`src/rtl/fpaddsub_arbiter.sv`:
```
// Round-robin arbiter sharing one IEEE fpaddsub among NREQ requesters.
// Define FPADDSUB_ARB_PIPE_EN to register operands ahead of fpaddsub.
module fpaddsub #(
  parameter int LOG_BIT = 6,
  parameter int EXP_BIT = 11
) (
  input  logic [2**LOG_BIT-1:0] a_i,
  input  logic [2**LOG_BIT-1:0] b_i,
  input  logic                  addnot_sub_i,
  output logic [2**LOG_BIT-1:0] y_o
);
  localparam int W  = 2**LOG_BIT;
  localparam int E  = EXP_BIT;
  localparam int M  = W - E - 1;
  localparam int N  = M + 4;
  localparam int XW = E + 2;

  logic          sa, sb, sx, sy, swp, esub, stk, rup, rs;
  logic          nan, inf;
  logic [E-1:0]  ea, eb;
  logic [M-1:0]  fa, fb, fr;
  logic [XW-1:0] ex, ey, d, lz, e_n, e_r;
  logic [N-1:0]  mx, my, sh, nrm;
  logic [N:0]    sum;
  logic [M+1:0]  rnd;

  always_comb begin
    sa = a_i[W-1];
    ea = a_i[W-2:M];
    fa = a_i[M-1:0];
    sb = b_i[W-1] ^ ~addnot_sub_i;
    eb = b_i[W-2:M];
    fb = b_i[M-1:0];
    swp = {eb, fb} > {ea, fa};
    sx = swp ? sb : sa;
    sy = swp ? sa : sb;
    ex = {2'b0, swp ? eb : ea};
    ey = {2'b0, swp ? ea : eb};
    mx = {ex != '0, swp ? fb : fa, 3'b000};
    my = {ey != '0, swp ? fa : fb, 3'b000};
    // subnormals share the exponent of the smallest normal
    if (ex == '0) ex = XW'(1);
    if (ey == '0) ey = XW'(1);
    d = ex - ey;
    if (d >= XW'(N)) begin
      sh  = '0;
      stk = |my;
    end else begin
      sh  = my >> d;
      stk = |(my & ~({N{1'b1}} << d));
    end
    sh[0] = sh[0] | stk;
    esub = sx ^ sy;
    sum = esub ? {1'b0, mx} - {1'b0, sh}
               : {1'b0, mx} + {1'b0, sh};
    lz = XW'(N);
    for (int i = 0; i < N; i++)
      if (sum[i]) lz = XW'(N - 1 - i);
    if (sum[N]) begin
      nrm = sum[N:1] | {{(N-1){1'b0}}, sum[0]};
      e_n = ex + XW'(1);
    end else begin
      if (lz >= ex) lz = ex - XW'(1);
      nrm = sum[N-1:0] << lz;
      e_n = ex - lz;
    end
    rup = nrm[2] & (nrm[1] | nrm[0] | nrm[3]);
    rnd = {1'b0, nrm[N-1:3]} + (M+2)'(rup);
    if (rnd[M+1]) begin
      e_r = e_n + XW'(1);
      fr  = rnd[M:1];
    end else begin
      e_r = rnd[M] ? e_n : '0;
      fr  = rnd[M-1:0];
    end
    rs  = (sum == '0) ? (sx & sy) : sx;
    nan = (&ea & |fa) | (&eb & |fb) | (&ea & &eb & (sa ^ sb));
    inf = &ea | &eb;
    if (nan)
      y_o = {1'b0, {E{1'b1}}, 1'b1, {(M-1){1'b0}}};
    else if (inf)
      y_o = {(&ea ? sa : sb), {E{1'b1}}, {M{1'b0}}};
    else if (e_r >= XW'({E{1'b1}}))
      y_o = {rs, {E{1'b1}}, {M{1'b0}}};
    else
      y_o = {rs, e_r[E-1:0], fr};
  end
endmodule

module fpaddsub_arbiter #(
  parameter int LOG_BIT = 6,
  parameter int EXP_BIT = 11,
  parameter int NREQ    = 4,
  localparam int W      = 2**LOG_BIT,
  localparam int IDW    = (NREQ > 1) ? $clog2(NREQ) : 1
) (
  input  logic              clk,
  input  logic              rst,
  input  logic [NREQ-1:0]   req_valid,
  output logic [NREQ-1:0]   req_ready,
  input  logic [NREQ*W-1:0] req_a,
  input  logic [NREQ*W-1:0] req_b,
  input  logic [NREQ-1:0]   req_addnot_sub,
  output logic              rsp_valid,
  input  logic              rsp_ready,
  output logic [W-1:0]      rsp_data,
  output logic [IDW-1:0]    rsp_id
);
  logic [IDW-1:0] ptr_q, ptr_d, gnt_idx, rsp_id_q;
  logic           gnt_any, s1_adv, s2_adv, acc;
  logic           rsp_valid_q, mux_add, fp_add;
  logic [W-1:0]   rsp_data_q, mux_a, mux_b;
  logic [W-1:0]   fp_a, fp_b, fp_y;

  always_comb begin
    int j;
    j = 0;
    gnt_any = 1'b0;
    gnt_idx = '0;
    for (int k = 0; k < NREQ; k++) begin
      j = int'(ptr_q) + k;
      if (j >= NREQ) j = j - NREQ;
      if (!gnt_any && req_valid[j]) begin
        gnt_any = 1'b1;
        gnt_idx = IDW'(j);
      end
    end
  end

  assign ptr_d = (gnt_idx == IDW'(NREQ - 1)) ? '0
               : gnt_idx + 1'b1;
  assign mux_a   = req_a[gnt_idx*W +: W];
  assign mux_b   = req_b[gnt_idx*W +: W];
  assign mux_add = req_addnot_sub[gnt_idx];
  assign s2_adv  = !rsp_valid_q || rsp_ready;

`ifdef FPADDSUB_ARB_PIPE_EN
  logic           op_v_q, op_add_q;
  logic [W-1:0]   op_a_q, op_b_q;
  logic [IDW-1:0] op_id_q;
  assign s1_adv = !op_v_q || s2_adv;
  assign fp_a   = op_a_q;
  assign fp_b   = op_b_q;
  assign fp_add = op_add_q;
`else
  assign s1_adv = s2_adv;
  assign fp_a   = mux_a;
  assign fp_b   = mux_b;
  assign fp_add = mux_add;
`endif

  assign acc = !rst && s1_adv && gnt_any;

  always_comb begin
    req_ready = '0;
    if (acc) req_ready[gnt_idx] = 1'b1;
  end

  fpaddsub #(
    .LOG_BIT(LOG_BIT),
    .EXP_BIT(EXP_BIT)
  ) u_fp (
    .a_i         (fp_a),
    .b_i         (fp_b),
    .addnot_sub_i(fp_add),
    .y_o         (fp_y)
  );

  always_ff @(posedge clk) begin
    if (rst) begin
      ptr_q       <= '0;
      rsp_valid_q <= 1'b0;
      rsp_data_q  <= '0;
      rsp_id_q    <= '0;
`ifdef FPADDSUB_ARB_PIPE_EN
      op_v_q      <= 1'b0;
      op_add_q    <= 1'b0;
      op_a_q      <= '0;
      op_b_q      <= '0;
      op_id_q     <= '0;
`endif
    end else begin
      if (acc) ptr_q <= ptr_d;
`ifdef FPADDSUB_ARB_PIPE_EN
      if (s1_adv) begin
        op_v_q <= acc;
        if (acc) begin
          op_a_q   <= mux_a;
          op_b_q   <= mux_b;
          op_add_q <= mux_add;
          op_id_q  <= gnt_idx;
        end
      end
      if (s2_adv) begin
        rsp_valid_q <= op_v_q;
        if (op_v_q) begin
          rsp_data_q <= fp_y;
          rsp_id_q   <= op_id_q;
        end
      end
`else
      if (s2_adv) begin
        rsp_valid_q <= acc;
        if (acc) begin
          rsp_data_q <= fp_y;
          rsp_id_q   <= gnt_idx;
        end
      end
`endif
    end
  end

  assign rsp_valid = rsp_valid_q;
  assign rsp_data  = rsp_data_q;
  assign rsp_id    = rsp_id_q;
endmodule

```
`config.mk`:
```
export PLATFORM = sky130hd
export DESIGN_NAME = fpaddsub_arbiter
export DESIGN_NICKNAME = d
export VERILOG_FILES = /design/src/rtl/fpaddsub_arbiter.sv
export SDC_FILE = /design/constraint.sdc
export NUM_CORES = 2
export LEC_CHECK = 0
export CORE_ASPECT_RATIO = 1.25
export CORE_MARGIN = 3
export CORE_UTILIZATION = 60
export DETAILED_ROUTE_END_ITERATION = 8
export DONT_BUFFER_PORTS = 1
export PLACE_DENSITY = 0.76
export SETUP_SLACK_MARGIN = 0.3
export SYNTH_ARGS = -nofsm -noshare
export SYNTH_HDL_FRONTEND = slang
export SYNTH_SLANG_ARGS = --single-unit
```
`constraint.sdc`:
```
create_clock -name clk -period 31.2 [get_ports clk]
set_clock_uncertainty 0.15 [all_clocks]
set_input_delay 6.24 -clock clk [delete_from_list [all_inputs] [get_ports clk]]
set_output_delay 6.24 -clock clk [all_outputs]
set_load 0.01 [all_outputs]
```
==> run summary, run 1 <==
Mapped Area - 35400 um2
First-pass GRT wire length - 355000 um
Ys flop type - dfxtp_1
GRT Total Usage - 73.5%
# IOs - 594
Sequential area share after synthesis - 3.90%
Average cell area after synthesis - 6.52 um2
Fail Step - 5_1_grt
Clock Tree Buf Depth - 2
Routability cong. - 1.51
Initial core utilization - 60.6%
Cts hold-fix bufs - 0
Die height - 278 um
Number of sinks on the clock net - 69
Clock root buffer - clkbuf_16
Area leader, netlist - nand2_1
Port buffer count - 0
H-tree levels - 3
Vias in the first global route - 49900
Syn nets - 6162
Postcts setup bufs - 0
CTS Buf Count - 9
Post-synth EDFFs - 0
Status - did not finish
Post-synthesis cell type count - 132
Share of the synthesized area in the top cell type - 7.70%
Tool error - [ERROR GRT-0116] Global routing finished with congestion. Check the congestion regions in the DRC Viewer.
Largest net degree at the start of global routing - 155
Flops & latches, synth - 69
Global route overflow - 826
Number of core rows - 99
Post-CTS Resized - 0
Die width - 223 um
Fraction of registers with async set/reset - 0%
Post-DP HPWL - 169000 um
Synth area leaders - nand2_1 (7.7%), ha_1 (7.2%), mux2i_1 (5.5%)
Synth Instances - 5432
Synth Warn # - 0
routing by layer:
metal,track usage [%],overflow
met1,73.6,14
met2,88.5,491
met3,61.1,28
met4,67.6,284
met5,44.5,9
per-stage QoR:
| stage | util (%) | setup slack [ps] | hold WS [ps] | instances | instance area, um2 |
|---|---|---|---|---|---|
| 2_1_floorplan | - | 3250 | 320 | 5432 | 35400 |
| 3_3_place_gp | 61.2 | 507 | 331 | 5951 | 35800 |
| 3_5_place_dp | 61.2 | 179 | 337 | 5951 | 35800 |
| 4_1_cts | 61.8 | 422 | 345 | 5967 | 36100 |
cells in the mapped netlist, types with 43 or more instances:
library cell	count
nor2_1	472
o211ai_1	95
buf_2	77
o21ai_1	52
or3_1	52
a21o_1	77
inv_1	205
and2_1	64
dfxtp_1	69
mux4_2	50
o21ai_0	373
nand4_1	81
nor4_1	61
mux2i_1	195
nand2_1	727
a211oi_1	183
o22ai_1	60
nor3_1	163
ha_1	204
mux2_2	53
nand2b_1	56
a31o_2	51
a21oi_1	377
nand3_1	243
xnor2_1	79
and3_1	123
clkbuf_1	194
buf_6	43
a31oi_1	81
kinds of logic after synthesis:
logic type	share of synthesized area, %
muxes	10.4
xor gates and xnor gates	2.89
buffers and inverters	8.57
AOI/OAI and AO/OA	36.8
and+or+nand+nor	30.0
DFF	3.90
other	0.0106
adders and majority gates	7.37
==> inputs of run 2 (changes only) <==
Settings changed: CORE_ASPECT_RATIO 1.25 to unset, CORE_UTILIZATION 60 to 40, PLACE_DENSITY 0.76 to unset, PLACE_DENSITY_LB_ADDON set to 0.15, SETUP_SLACK_MARGIN 0.3 to unset.
==> run 2 against run 1 <==
  * The flow now finishes, with violations (capacitance limit, slew limit)
  * Area after synthesis unchanged
  * Synthesized cell count unchanged
==> run summary, run 2 <==
WL met1 - 91400 um
Hold depth - 2
Commonest non-fill, non-tap cells in the layout - nand2_1 (725), nor2_1 (464), a21oi_1 (376)
Post-synthesis cell type count - 132 (unchanged)
Routability cong. - 1.17 (was 1.51)
Wirelength per Cell - 39.4 um
Hold WC Path Type - reg -> reg
Placed cell count - 6423 (was 5951)
Synth-to-layout area growth - 6.20%
Critical Path Start - req_valid[1]
Initial drt markers - 8394
Vias in the first global route - 44600
Vias after detailed routing - 49000
Min-delay src - rsp_data[27]
Number of sinks on the clock net - 69 (unchanged)
Count leader, synth - nand2_1 (unchanged)
Period Utilization, post-route - 98.8%
Flops & latches, synth - 69 (unchanged)
Core box area - 87300 um2
Clock Tree Buf Depth - 2 (unchanged)
Metal3 WL - 33700 um
First-pass GRT wire length - 351000 um
Share of the synthesized area in the top cell type - 7.70% (unchanged)
Setup CP Type - in -> reg
Mapped Area - 35400 um2 (unchanged)
Status - finished with violations (was did not finish)
Synth Warn # - 0 (unchanged)
Synth area leaders - nand2_1 (7.7%), ha_1 (7.2%), mux2i_1 (5.5%) (unchanged)
CP most frequent cell - buf_4
Clock root buffer - clkbuf_16 (unchanged)
Worst-Margin Slew - 1550 ps
Cells on worst reg2reg path - 92
Max cap viols - 2
Met2 routed WL - 103000 um
Average cell area after synthesis - 6.52 um2 (unchanged)
Synth top cells by count - nand2_1 (727), nor2_1 (472), a21oi_1 (377) (unchanged)
Synth Instances - 5432 (unchanged)
# IOs - 594 (unchanged)
Minimum clock period - 30810 ps
# DRC - 0
Area leader, netlist - nand2_1 (unchanged)
Maximum clock rate - 32.5 MHz
Fin. Hold Viols - 0
Final setup fails - 0
Arrival @ worst endpoint - 30920 ps
Fraction of layout cells with a size suffix above 1 - 11.6%
Largest fanout on the critical path - 43
GRT Total Usage - 51.9%
Ys flop type - dfxtp_1 (unchanged)
Drt total wl - 256000 um
Final net count - 6022
Clock latency on the worst-skew pair - 340 ps
Drt pass-1 iters - 9
Rel. slew slack - -4.66%
Hold Slack - 346 ps
Final non-filler cell total - 6484
Failing checks - capacitance limit, slew limit
Worst Setup End Kind - register
Post-DP HPWL - 205000 um (was 169000 um)
Largest net degree at the start of global routing - 154
Final Max Slew Viols - 4
Sequential area share after synthesis - 3.90% (unchanged)
Fraction of registers with async set/reset - 0% (unchanged)
Worst Setup Start Kind - primary input
Port buffer count - 0 (unchanged)
Worst Path Required - 31310 ps
Clock Pin Slew Worst Setup and Hold Paths - 60 ps
FF-to-FF Start - ptr_q[1]
Antenna violations before repair - 47
Detail Route Antenna Nets - 0
Cts hold-fix bufs - 0 (unchanged)
Syn nets - 6162 (unchanged)
Die height - 304 um (was 278 um)
Finished Cell Area - 37600 um2
Most common cell after layout, fill and taps aside - nand2_1
Largest register FFs - 64
H-tree levels - 3 (unchanged)
Drt via density - 7.55
CP peak stage delay - 760 ps
Global route overflow - 0
Total Die Area - 92200 um2
Initial core utilization - 40.6% (was 60.6%)
Post-synth EDFFs - 0 (unchanged)
Top sig layer - met5
DP Area - 36800 um2 (was 35800 um2)
Critical-path top delay cell - nor3_2
Die width - 304 um (was 223 um)
CTS tree - built
CTS Buf Count - 9 (unchanged)
Number of core rows - 108 (was 99)
## run 2: cell counts after synthesis
Identical to the previous run, type by type.
## run 2: through the flow
step	setup TNS (ps)	setup slack, ps	utilization [%]
floorplan	0	3250	-
global placement	-54870	-1220	42.2
detailed placement	-63450	-1360	42.2
CTS	0	151	42.6
global route	-1420	-80.9	43.1
finish	0	387	43.1
## run 2: cells by family (layout without fill, tap and decap cells)
| family | after synthesis | count (layout) | synth area share, % |
|---|---|---|---|
| and+or+nand+nor | 2212 | 2214 | 30.0 |
| AOI/OAI and AO/OA | 1908 | 1908 | 36.8 |
| buffers and inverters | 618 | 481 | 8.57 |
| muxes | 300 | 300 | 10.4 |
| adders and majority gates | 207 | 207 | 7.37 |
| xor gates and xnor gates | 117 | 117 | 2.89 |
| DFF | 69 | 69 | 3.90 |
| other | 1 | 33 | 0.0106 |
## run 2: critical path: cells and delay by family
family | cells | cell delay [ps]
simple gates | 29 | 8820
fa+ha+maj | 5 | 1330
mux | 3 | 800
buf+inv | 18 | 3610
compound gates | 37 | 9680
xor+xnor | 1 | 260
## run 2: final timing paths
kind                        to  slack (ps)
setup / recovery  rsp_data[22]         390
hold / removal    rsp_data[27]         350
setup reg to reg  rsp_data[22]        5430
hold reg to reg   rsp_data[27]         350
## run 2: cell type report
type | instances | area [um2]
multi-input cells | 4747 | 31600
clock inverters | 5 | 58.8
well taps | 1155 | 1450
flip-flops and latches | 69 | 1380
fillers | 9390 | 49700
clock buffers | 11 | 253
inverters | 215 | 841
diodes | 32 | 80.1
repair buffers | 250 | 2020
## run 2: what timing repair did
action,CTS,global route
buffers inserted,0,9
gates resized for setup,8,48
cloned,0,2
endpoints found under the setup margin,63,63
endpoints found under the hold margin,0,0
pin swaps,0,9
## run 2: per-layer routing
metal	GRT usage, %	vias to the layer above
met5	0.0517	-
met3	17.0	1113
met4	42.3	22
met1	62.2	23300
li1	-	20300
met2	75.3	4240
Power of run 2 is not shown: default switching activity piles up to over one toggle a cycle in this logic, so the estimate is an artifact.
